## config.mk

```make
export PLATFORM = sky130hd
export DESIGN_NAME = uart_fifo_transceiver
export DESIGN_NICKNAME = d
export VERILOG_FILES = /design/src/rtl/uart_pkg.sv /design/src/rtl/uart_sync_fifo.sv /design/src/rtl/uart_fifo_transceiver.sv
export SDC_FILE = /design/constraint.sdc
export NUM_CORES = 1
export LEC_CHECK = 0
export CORE_MARGIN = 5
export CORE_UTILIZATION = 50
export DETAILED_ROUTE_END_ITERATION = 10
export GPL_TIMING_DRIVEN = 0
export HOLD_SLACK_MARGIN = 0.12
export PLACE_DENSITY = 0.68
export SLEW_MARGIN = 20
export SYNTH_ARGS = -nofsm -noshare
export SYNTH_HDL_FRONTEND = slang
export SYNTH_HIERARCHICAL = 1
export SYNTH_SLANG_ARGS = --single-unit
export TNS_END_PERCENT = 10
```

## constraint.sdc

```tcl
create_clock -name clk -period 4 [get_ports clk]
set_input_delay 0.6 -clock clk [delete_from_list [all_inputs] [get_ports clk]]
set_output_delay 0.6 -clock clk [all_outputs]
set_load 0.005 [all_outputs]
```

## src/rtl/uart_pkg.sv

```systemverilog
// Shared definitions for the UART transceiver: parity encoding, RX/TX state
// encodings and a frame-length helper.
package uart_pkg;

    localparam int PARITY_NONE = 0;
    localparam int PARITY_ODD  = 1;
    localparam int PARITY_EVEN = 2;

    typedef enum logic [2:0] {
        RX_IDLE,
        RX_START,
        RX_DATA,
        RX_PARITY,
        RX_STOP
    } rx_state_t;

    typedef enum logic [2:0] {
        TX_IDLE,
        TX_START,
        TX_DATA,
        TX_PARITY,
        TX_STOP
    } tx_state_t;

    // Total bit periods in one frame on the line.
    function automatic int FRAME_BITS(input int width, input int parity, input int stops);
        return 1 + width + ((parity != PARITY_NONE) ? 1 : 0) + stops;
    endfunction

endpackage

```

## src/rtl/uart_sync_fifo.sv

```systemverilog
// First-word-fall-through synchronous FIFO with occupancy count.
// A push while full is accepted only when a pop happens in the same cycle.
module uart_sync_fifo
    import uart_pkg::*;
#(
    parameter int WIDTH = 10,
    parameter int DEPTH = 8
) (
    input  logic                     clk,
    input  logic                     rst,
    input  logic                     push,
    input  logic [WIDTH-1:0]         push_data,
    input  logic                     pop,
    output logic [WIDTH-1:0]         pop_data,
    output logic                     full,
    output logic                     empty,
    output logic [$clog2(DEPTH):0]   count
);

    localparam int PTR_W = $clog2(DEPTH);
    localparam int CNT_W = PTR_W + 1;

    logic [WIDTH-1:0] mem [DEPTH];
    logic [PTR_W-1:0] wr_ptr;
    logic [PTR_W-1:0] rd_ptr;
    logic             do_push;
    logic             do_pop;

    assign empty    = (count == '0);
    assign full     = (count == CNT_W'(DEPTH));
    assign do_pop   = pop && !empty;
    assign do_push  = push && (!full || do_pop);
    assign pop_data = mem[rd_ptr];

    // Storage array; no reset needed since count gates visibility.
    always_ff @(posedge clk) begin
        if (do_push) begin
            mem[wr_ptr] <= push_data;
        end
    end

    // Pointers and occupancy.
    always_ff @(posedge clk) begin
        if (rst) begin
            wr_ptr <= '0;
            rd_ptr <= '0;
            count  <= '0;
        end else begin
            if (do_push) begin
                wr_ptr <= wr_ptr + 1'b1;
            end
            if (do_pop) begin
                rd_ptr <= rd_ptr + 1'b1;
            end
            case ({do_push, do_pop})
                2'b10:   count <= count + 1'b1;
                2'b01:   count <= count - 1'b1;
                default: count <= count;
            endcase
        end
    end

endmodule

```

## src/rtl/uart_fifo_transceiver.sv

```systemverilog
// Full-duplex UART with run-time baud divisor and buffered receive path.
//
// RX states
//   state     | meaning
//   RX_IDLE   | waiting for a synchronised 0 on the line
//   RX_START  | half-bit wait, then confirm start bit (1 = glitch)
//   RX_DATA   | sampling data bits LSB first, one per div cycles
//   RX_PARITY | sampling and checking the parity bit
//   RX_STOP   | sampling stop bit(s); last one pushes the word
//
// TX states
//   state     | meaning
//   TX_IDLE   | line high, tx_ready high
//   TX_START  | driving start bit for div cycles
//   TX_DATA   | driving data bits LSB first
//   TX_PARITY | driving parity bit
//   TX_STOP   | driving stop bit(s)
module uart_fifo_transceiver
    import uart_pkg::*;
#(
    parameter int DATA_WIDTH    = 8,
    parameter int STOP_BITS     = 1,
    parameter int PARITY        = 0,
    parameter int DIV_WIDTH     = 16,
    parameter int RX_FIFO_DEPTH = 8
) (
    input  logic                             clk,
    input  logic                             rst,
    input  logic [DIV_WIDTH-1:0]             baud_div,
    input  logic [DATA_WIDTH-1:0]            tx_data,
    input  logic                             tx_valid,
    output logic                             tx_ready,
    output logic [DATA_WIDTH-1:0]            rx_data,
    output logic                             rx_parity_err,
    output logic                             rx_frame_err,
    output logic                             rx_valid,
    input  logic                             rx_ready,
    output logic                             rx_overflow,
    output logic [$clog2(RX_FIFO_DEPTH):0]   rx_count,
    input  logic                             uart_rx,
    output logic                             uart_tx
);

    localparam int IDX_W  = $clog2(DATA_WIDTH + 1);
    localparam int FIFO_W = DATA_WIDTH + 2;

    // ------------------------------------------------------------------
    // Line synchroniser
    // ------------------------------------------------------------------
    logic sync_0;
    logic sync_1;
    logic rx_s;

    // Two-flop synchroniser; idles high so reset never looks like a start bit.
    always_ff @(posedge clk) begin
        if (rst) begin
            sync_0 <= 1'b1;
            sync_1 <= 1'b1;
        end else begin
            sync_0 <= uart_rx;
            sync_1 <= sync_0;
        end
    end

    assign rx_s = sync_1;

    // ------------------------------------------------------------------
    // Receiver
    // ------------------------------------------------------------------
    rx_state_t              rx_state,  rx_state_nxt;
    logic [DIV_WIDTH-1:0]   rx_div,    rx_div_nxt;
    logic [DIV_WIDTH-1:0]   rx_cnt,    rx_cnt_nxt;
    logic [IDX_W-1:0]       rx_idx,    rx_idx_nxt;
    logic [DATA_WIDTH-1:0]  rx_shift,  rx_shift_nxt;
    logic                   rx_perr,   rx_perr_nxt;
    logic                   rx_ferr,   rx_ferr_nxt;
    logic                   rx_push;
    logic                   rx_par_exp;
    logic                   rx_stop_ferr;
    logic [FIFO_W-1:0]      rx_push_word;
    logic [FIFO_W-1:0]      fifo_head;
    logic                   fifo_full;
    logic                   fifo_empty;

    assign rx_par_exp   = (PARITY == PARITY_EVEN) ? ^rx_shift : ~^rx_shift;
    assign rx_stop_ferr = rx_ferr | ~rx_s;
    assign rx_push_word = {rx_stop_ferr, rx_perr, rx_shift};

    // RX state and datapath registers.
    always_ff @(posedge clk) begin
        if (rst) begin
            rx_state <= RX_IDLE;
            rx_div   <= '0;
            rx_cnt   <= '0;
            rx_idx   <= '0;
            rx_shift <= '0;
            rx_perr  <= 1'b0;
            rx_ferr  <= 1'b0;
        end else begin
            rx_state <= rx_state_nxt;
            rx_div   <= rx_div_nxt;
            rx_cnt   <= rx_cnt_nxt;
            rx_idx   <= rx_idx_nxt;
            rx_shift <= rx_shift_nxt;
            rx_perr  <= rx_perr_nxt;
            rx_ferr  <= rx_ferr_nxt;
        end
    end

    // RX next state: down-counter reaching zero marks each sample point.
    always_comb begin
        rx_state_nxt = rx_state;
        rx_div_nxt   = rx_div;
        rx_cnt_nxt   = (rx_cnt != '0) ? rx_cnt - 1'b1 : rx_cnt;
        rx_idx_nxt   = rx_idx;
        rx_shift_nxt = rx_shift;
        rx_perr_nxt  = rx_perr;
        rx_ferr_nxt  = rx_ferr;
        rx_push      = 1'b0;
        case (rx_state)
            RX_IDLE: begin
                if (!rx_s) begin
                    rx_state_nxt = RX_START;
                    rx_div_nxt   = baud_div;
                    rx_cnt_nxt   = (baud_div >> 1) - 1'b1;
                    rx_idx_nxt   = '0;
                    rx_perr_nxt  = 1'b0;
                    rx_ferr_nxt  = 1'b0;
                end
            end
            RX_START: begin
                if (rx_cnt == '0) begin
                    if (rx_s) begin
                        rx_state_nxt = RX_IDLE;
                    end else begin
                        rx_state_nxt = RX_DATA;
                        rx_cnt_nxt   = rx_div - 1'b1;
                        rx_idx_nxt   = '0;
                    end
                end
            end
            RX_DATA: begin
                if (rx_cnt == '0) begin
                    rx_shift_nxt = {rx_s, rx_shift[DATA_WIDTH-1:1]};
                    rx_cnt_nxt   = rx_div - 1'b1;
                    if (rx_idx == IDX_W'(DATA_WIDTH - 1)) begin
                        rx_idx_nxt = '0;
                        if (PARITY != PARITY_NONE) begin
                            rx_state_nxt = RX_PARITY;
                        end else begin
                            rx_state_nxt = RX_STOP;
                        end
                    end else begin
                        rx_idx_nxt = rx_idx + 1'b1;
                    end
                end
            end
            RX_PARITY: begin
                if (rx_cnt == '0) begin
                    rx_perr_nxt  = (rx_s != rx_par_exp);
                    rx_state_nxt = RX_STOP;
                    rx_cnt_nxt   = rx_div - 1'b1;
                    rx_idx_nxt   = '0;
                end
            end
            RX_STOP: begin
                if (rx_cnt == '0) begin
                    rx_ferr_nxt = rx_stop_ferr;
                    if (rx_idx == IDX_W'(STOP_BITS - 1)) begin
                        // Back to IDLE right away so a following start bit is caught.
                        rx_push      = 1'b1;
                        rx_state_nxt = RX_IDLE;
                    end else begin
                        rx_idx_nxt = rx_idx + 1'b1;
                        rx_cnt_nxt = rx_div - 1'b1;
                    end
                end
            end
            default: begin
                rx_state_nxt = RX_IDLE;
            end
        endcase
    end

    uart_sync_fifo #(
        .WIDTH (FIFO_W),
        .DEPTH (RX_FIFO_DEPTH)
    ) u_rx_fifo (
        .clk       (clk),
        .rst       (rst),
        .push      (rx_push),
        .push_data (rx_push_word),
        .pop       (rx_ready),
        .pop_data  (fifo_head),
        .full      (fifo_full),
        .empty     (fifo_empty),
        .count     (rx_count)
    );

    assign rx_data       = fifo_head[DATA_WIDTH-1:0];
    assign rx_parity_err = fifo_head[DATA_WIDTH];
    assign rx_frame_err  = fifo_head[DATA_WIDTH+1];
    assign rx_valid      = !fifo_empty;
    // A full FIFO only makes room when the head is popped this same cycle.
    assign rx_overflow   = rx_push && fifo_full && !rx_ready && !rst;

    // ------------------------------------------------------------------
    // Transmitter
    // ------------------------------------------------------------------
    tx_state_t              tx_state,  tx_state_nxt;
    logic [DIV_WIDTH-1:0]   tx_div,    tx_div_nxt;
    logic [DIV_WIDTH-1:0]   tx_cnt,    tx_cnt_nxt;
    logic [IDX_W-1:0]       tx_idx,    tx_idx_nxt;
    logic [DATA_WIDTH-1:0]  tx_shift,  tx_shift_nxt;
    logic                   tx_par,    tx_par_nxt;
    logic                   tx_line,   tx_line_nxt;

    assign tx_ready = (tx_state == TX_IDLE);
    assign uart_tx  = tx_line;

    // TX state, datapath and registered line driver.
    always_ff @(posedge clk) begin
        if (rst) begin
            tx_state <= TX_IDLE;
            tx_div   <= '0;
            tx_cnt   <= '0;
            tx_idx   <= '0;
            tx_shift <= '0;
            tx_par   <= 1'b0;
            tx_line  <= 1'b1;
        end else begin
            tx_state <= tx_state_nxt;
            tx_div   <= tx_div_nxt;
            tx_cnt   <= tx_cnt_nxt;
            tx_idx   <= tx_idx_nxt;
            tx_shift <= tx_shift_nxt;
            tx_par   <= tx_par_nxt;
            tx_line  <= tx_line_nxt;
        end
    end

    // TX next state: each bit is held until the down-counter reaches zero.
    always_comb begin
        tx_state_nxt = tx_state;
        tx_div_nxt   = tx_div;
        tx_cnt_nxt   = (tx_cnt != '0) ? tx_cnt - 1'b1 : tx_cnt;
        tx_idx_nxt   = tx_idx;
        tx_shift_nxt = tx_shift;
        tx_par_nxt   = tx_par;
        tx_line_nxt  = tx_line;
        case (tx_state)
            TX_IDLE: begin
                tx_line_nxt = 1'b1;
                if (tx_valid) begin
                    tx_state_nxt = TX_START;
                    tx_div_nxt   = baud_div;
                    tx_cnt_nxt   = baud_div - 1'b1;
                    tx_idx_nxt   = '0;
                    tx_shift_nxt = tx_data;
                    tx_par_nxt   = (PARITY == PARITY_EVEN) ? ^tx_data : ~^tx_data;
                    tx_line_nxt  = 1'b0;
                end
            end
            TX_START: begin
                if (tx_cnt == '0) begin
                    tx_state_nxt = TX_DATA;
                    tx_cnt_nxt   = tx_div - 1'b1;
                    tx_idx_nxt   = '0;
                    tx_line_nxt  = tx_shift[0];
                end
            end
            TX_DATA: begin
                if (tx_cnt == '0) begin
                    tx_cnt_nxt = tx_div - 1'b1;
                    if (tx_idx == IDX_W'(DATA_WIDTH - 1)) begin
                        tx_idx_nxt = '0;
                        if (PARITY != PARITY_NONE) begin
                            tx_state_nxt = TX_PARITY;
                            tx_line_nxt  = tx_par;
                        end else begin
                            tx_state_nxt = TX_STOP;
                            tx_line_nxt  = 1'b1;
                        end
                    end else begin
                        tx_idx_nxt   = tx_idx + 1'b1;
                        tx_shift_nxt = tx_shift >> 1;
                        tx_line_nxt  = tx_shift[1];
                    end
                end
            end
            TX_PARITY: begin
                if (tx_cnt == '0) begin
                    tx_state_nxt = TX_STOP;
                    tx_cnt_nxt   = tx_div - 1'b1;
                    tx_idx_nxt   = '0;
                    tx_line_nxt  = 1'b1;
                end
            end
            TX_STOP: begin
                tx_line_nxt = 1'b1;
                if (tx_cnt == '0) begin
                    if (tx_idx == IDX_W'(STOP_BITS - 1)) begin
                        tx_state_nxt = TX_IDLE;
                    end else begin
                        tx_idx_nxt = tx_idx + 1'b1;
                        tx_cnt_nxt = tx_div - 1'b1;
                    end
                end
            end
            default: begin
                tx_state_nxt = TX_IDLE;
                tx_line_nxt  = 1'b1;
            end
        endcase
    end

endmodule

```

==> out/results.txt, run 1 <==
WL final: 24200 um
post-route setup TNS: 0 ns
initial antenna violation count: 0
Max Root-Sink Buffers: 2
Slew Limit Headroom: 32.4%
peak fanout along the critical path: 10
CP required: 3.40 ns
run status: completed
Max-Cap Viols: 0
final worst path period share: 94.7%
crit start category: flip-flop
number of distinct library cells after synthesis: 75
Hold Vio Cnt, Final: 0
Power Density: 481 mW/mm^2
Initial DRC Count: 741
Clk pin slew, worst setup/hold paths: 0.07 ns
vias per cell: 5.90
total number of vias: 7995
ranking of synthesized cells by area: edfxtp_1 (24%), dfxtp_1 (22%), a21oi_1 (4.6%)
worst-margin pin slew: 1.00 ns
final core occ: 58.0%
row count: 51
met2 Use GR: 36.0%
Chip Width: 152 um
Crit-path slowest cell: or4_1
fin. max-slew vios: 0
multi-input gate area in the final layout: 0.00505 mm^2
share of post-route cells with drive strength above 1: 9.44%
synthesis-to-layout area growth: 13.4%
CP max stage delay: 0.61 ns
Seq cells post-synth: 192
first-pass GRT wire length: 39700 um
sw frac: 32.4%
FF-to-FF Start: rx_cnt[7]
Antenna Violating Nets Remaining: 0
maximum vdd drop: 0.299 mV
Pre-antenna DRT Iters: 5
register share of total power: 42.0%
skew final: 0.0136 ns
power share of the combinational group: 26.7%
EDFF count, synth: 80
# IOs: 47
Hold Buf Count CTS: 0
Ant. Diodes: 0
maximum clock frequency: 0.264 GHz
H-Tree Depth: 4
Die Ht: 152 um
Sink Count: 192
WL/cell: 17.8 um
min-delay src: sync_0
Lkg Pwr: 3.86 nW
PostCTS Resize Cnt: 0
die area: 0.0230 mm^2
Setup Viol. Count Final: 0
Yosys warnings: 6
Inserted Clock Buffers: 17
crit path DAT: 3.19 ns
gr usage total: 21.7%
Synth Area per Inst: 9.85 um^2
worst min-delay path class: flip-flop to flip-flop
Synth top area share: 23.9%
grt peak-use layer: met2
Root Buffer: clkbuf_16
Final Wtd Congestion: 0.859
Setup CP Type: flip-flop to output port
largest net degree at the start of global routing: 19
grt total ovfl: 0
number of global-route vias before repair: 7749
Switch Pwr: 1.78 mW
RSZ-0062 raised after global routing: no
core area: 0.0197 mm^2
DRC errors left: 0
I/O Buffers: 39
Filler Cells Inserted: 1796
Post-Synthesis Cells: 1020
CP endpoint kind: output port
met1 GRT Util: 29.8%
cell area after synthesis: 0.0100 mm^2
min cycle time layout: 3.79 ns
most common flop cell mapped by yosys: dfxtp_1
post-synth top area cell: edfxtp_1
FF+latch area: 0.00464 mm^2
CP startpoint: rx_cnt[7]
postcts setup bufs: 0
GR Util met3: 3.54%
Final #Nets: 1123
CTS tree: built
clock power share: 31.4%
starting density of the core: 51.1%
Mapped Nets: 1065
DP Wirelength: 17400 um
sequential area share after synthesis: 46.2%
Pint: 3.71 mW
crit-path cells: or4_1 -> clkbuf_1 -> nor4_1 -> nand2_1 -> nor2_1 -> and3_1 -> clkdlybuf4s50_1
Post-synth ARST share: 0%
clock latency on the worst-skew pair: 0.44 ns
==> placed cells by master (no fill, tap or decap), drive strengths merged, types with 17 or more instances in the layout <==
| cell type | instances |
|---|---|
| xor2 | 21 |
| nor2 | 51 |
| edfxtp | 80 |
| mux4 | 20 |
| dfxtp | 112 |
| xnor2 | 46 |
| nor4 | 29 |
| nand2 | 118 |
| inv | 29 |
| clkbuf | 72 |
| a21oi | 93 |
| nor3 | 32 |
| a22oi | 18 |
| or4 | 18 |
| o21ai | 38 |
| clkdlybuf4s50 | 39 |
| nand3 | 17 |
==> synth_stat cells (10+ instances only) <==
master,count
nor3_1,31
mux4_2,20
nand2_1,118
dfxtp_1,112
nand2b_1,15
or3_1,13
nor2_1,51
nand3_1,17
a21oi_1,93
buf_2,10
clkbuf_1,52
inv_1,23
xnor2_1,46
mux2_2,12
mux2i_1,11
nor4_1,26
or4_1,16
nand4_1,10
xor2_1,21
ha_1,16
a22oi_1,18
o21ai_0,34
o22ai_1,12
edfxtp_1,80
==> layer usage <==
metal	up-vias	part of all wire, %	wire (um)
met2	220	49	11800
met5	-	0	0
li1	3931	-	-
met1	3811	45	10800
met3	33	4.7	1130
met4	0	1.8	432
==> final cells by class <==
class / count / share of cell area (%)
clock buffer: 20 / 4.11
multi-input combinational: 738 / 44.3
buffer: 67 / 2.51
inverter: 23 / 0.757
sequential: 192 / 40.7
timing repair buffer: 39 / 3.42
tap: 265 / 2.91
clock inverter: 12 / 1.20
==> power groups by stage <==
stage / Sequential [mW] / Clock [mW] / Combinational, mW
after floorplan: 2.30 / 0 / 1.13
final: 2.30 / 1.72 / 1.46
after global placement: 2.34 / 0 / 1.43
after CTS: 2.30 / 1.75 / 1.45
after detailed placement: 2.34 / 0 / 1.43
after global routing: 2.32 / 1.85 / 1.63
==> stage by stage <==
step           instances  power, mW  setup slack [ns]  hold slack (ns)  instance area, um^2
2_1_floorplan       1020       3.43             0.760            0.389                10000
3_3_place_gp        1324       3.76            0.0915            0.395                10800
3_5_place_dp        1324       3.77             0.393            0.397                10800
4_1_cts             1356       5.50             0.213            0.416                11400
5_1_grt             1356       5.80           0.00207            0.430                11400
6_report            1356       5.49             0.211            0.419                11400
==> cells by family after synthesis <==
family | after synthesis | synth area share (%)
xor gates and xnor gates | 68 | 6.06
adders and majority gates | 16 | 1.99
DFF | 192 | 46.2
and+or+nand+nor | 361 | 19.0
buffers and inverters | 90 | 3.71
AOI/OAI and AO/OA | 250 | 16.1
muxes | 43 | 6.92
==> flip-flops by register name (all words and copies together), names as in the netlist, 4 cells and up, named ones only <==
register	count
tx_cnt	16
u_rx_fifo/count	4
tx_shift	8
rx_div	16
rx_shift	8
u_rx_fifo/mem	80
rx_cnt	16
tx_idx	4
rx_idx	4
tx_div	16
==> critical path: cells and delay by family, from the launching register on <==
kind | cells | cell delay (ns)
AND/OR/NAND/NOR | 5 | 1.63
flip-flops | 1 | 0.37
buffers and inverters | 2 | 0.75
==> worst paths after layout <==
kind / to / slack (ns) / depth (start not counted)
hold reg to reg: rx_s / 0.42 / 1
setup / recovery: rx_overflow / 0.21 / 7
setup reg to reg: u_rx_fifo/count[3] / 0.35 / 12
hold / removal: rx_s / 0.42 / 1
Power figures use the tool's default switching activity.
==> inputs of run 2 (changes only) <==
CORE_ASPECT_RATIO = 0.7   (was default)
REMOVE_ABC_BUFFERS = 1   (was default)
SKIP_LAST_GASP = 1   (was default)
==> run 2 against run 1 <==
Routed wire length grew 0.14%; sequential power is essentially flat; critical path depth grew 1; final area fell by 0.44%; worst setup slack improved by 0.079 ns; critical endpoint unchanged; die area is 0.20% higher; sequential share of layout area is 0.19 points higher.
==> out/results.txt, run 2 (same netlist as run 1, synthesis figures left out) <==
run status: completed
gr usage total: 21.1%
Final Wtd Congestion: 0.850
starting density of the core: 50.8%
Setup Viol. Count Final: 0
initial antenna violation count: 1
postcts setup bufs: 0
Slew Limit Headroom: 25.2%
clock latency on the worst-skew pair: 0.44 ns
die area: 0.0231 mm^2
worst min-delay path class: flip-flop to flip-flop
Setup CP Type: flip-flop to output port
min cycle time layout: 3.71 ns
core area: 0.0198 mm^2
critical path buffer and inverter count: 2
crit start category: flip-flop
WL final: 24200 um
Max-Cap Viols: 0
fin area: 0.0113 mm^2
fin. max-slew vios: 0
RSZ-0062 raised after global routing: no
H-Tree Depth: 4
first-pass GRT wire length: 39400 um
final core occ: 57.3%
CP required: 3.40 ns
CTS tree: built
total number of vias: 7950
min-delay src: sync_0
Max Root-Sink Buffers: 2
leading cell type in the layout, fill and taps excluded: nand2_1
Antenna Violating Nets Remaining: 0
crit-path cells: inv_1 -> ha_1 -> or4b_1 -> nor4_1 -> nand2_1 -> nor2_2 -> and3_1 -> clkdlybuf4s50_1
Clk pin slew, worst setup/hold paths: 0.08 ns
Inserted Clock Buffers: 17
Die Ht: 129 um
# IOs: 47
crit path DAT: 3.11 ns
Power Density: 490 mW/mm^2
commonest non-fill, non-tap cells in the layout: nand2_1 (118), dfxtp_1 (111), a21oi_1 (93)
kind of cell adding the most delay to the critical path: simple AND/OR/NAND/NOR gates
vias per cell: 6.06
synthesis-to-layout area growth: 12.9%
final worst path period share: 92.8%
skew final: 0.0162 ns
Pre-antenna DRT Iters: 5
CP startpoint: rx_cnt[0]
worst-margin pin slew: 1.12 ns
Initial DRC Count: 866
maximum clock frequency: 0.270 GHz
Chip Width: 179 um
Post-Layout Cell Count: 1311
peak fanout along the critical path: 4
Hold Buf Count CTS: 0
CP max stage delay: 0.54 ns
grt total ovfl: 0
share of post-route cells with drive strength above 1: 10.2%
placed inst area: 0.0107 mm^2
final hold slack: 0.414 ns
Crit-path slowest cell: or4b_1
I/O Buffers: 46
FF-to-FF Start: rx_cnt[0]
total chip power: 5.56 mW
Hold Vio Cnt, Final: 0
Final #Nets: 1073
maximum vdd drop: 0.353 mV
Lkg Pwr: 3.84 nW
max reg flops: 80
DRC errors left: 0
Root Buffer: clkbuf_16
WL/cell: 18.5 um
CP endpoint kind: output port
DP Wirelength: 16500 um
number of global-route vias before repair: 7368
Largest Register: u_rx_fifo/mem
row count: 43
largest net degree at the start of global routing: 63
Sink Count: 192
placed cells: 1279
Ant. Diodes: 0
[run 2: final cells by class]
type | instances | area [um^2]
Fill cell | 1742 | 8450
Multi-Input combinational cell | 738 | 5070
Sequential cell | 192 | 4650
Timing Repair Buffer | 56 | 556
Clock buffer | 17 | 425
Tap cell | 270 | 338
Clock inverter | 15 | 224
Inverter | 23 | 86.3
[run 2: stage by stage]
step	setup WS, ns	setup TNS [ns]
global placement	-3.41	-142.41
finish	0.290	0
detailed placement	0.218	0
global route	0.0796	0
floorplan	-0.253	-1.87
CTS	0.101	0
[run 2: metal layers]
metal  up-vias  global-route usage, %  wire length, um
met2       260                   30.3             9940
li1       3841                      -                -
met4         0                   4.75              280
met5         -                      0                0
met1      3826                   32.7            12400
met3        23                   4.38             1590
[run 2: final timing paths]
check,end,slack [ns],depth (start not counted)
min reg2reg,rx_s,0.41,1
max reg2reg,u_rx_fifo/mem[6][2],0.33,9
max,rx_overflow,0.29,8
min,rx_s,0.41,1
[run 2: power breakdown]
group	total [mW]	leakage (nW)	switching [mW]	internal, mW
clock network	1.82	0.310	0.928	0.889
registers	2.32	1.66	0.156	2.16
logic	1.42	1.87	0.844	0.578
total	5.56	3.84	1.93	3.63
[run 2: repair_timing]
action                                 4_1_cts  5_1_grt
endpoints found under the hold margin        0        0
resized for setup                            0        1
setup endpoints to repair                    0       31
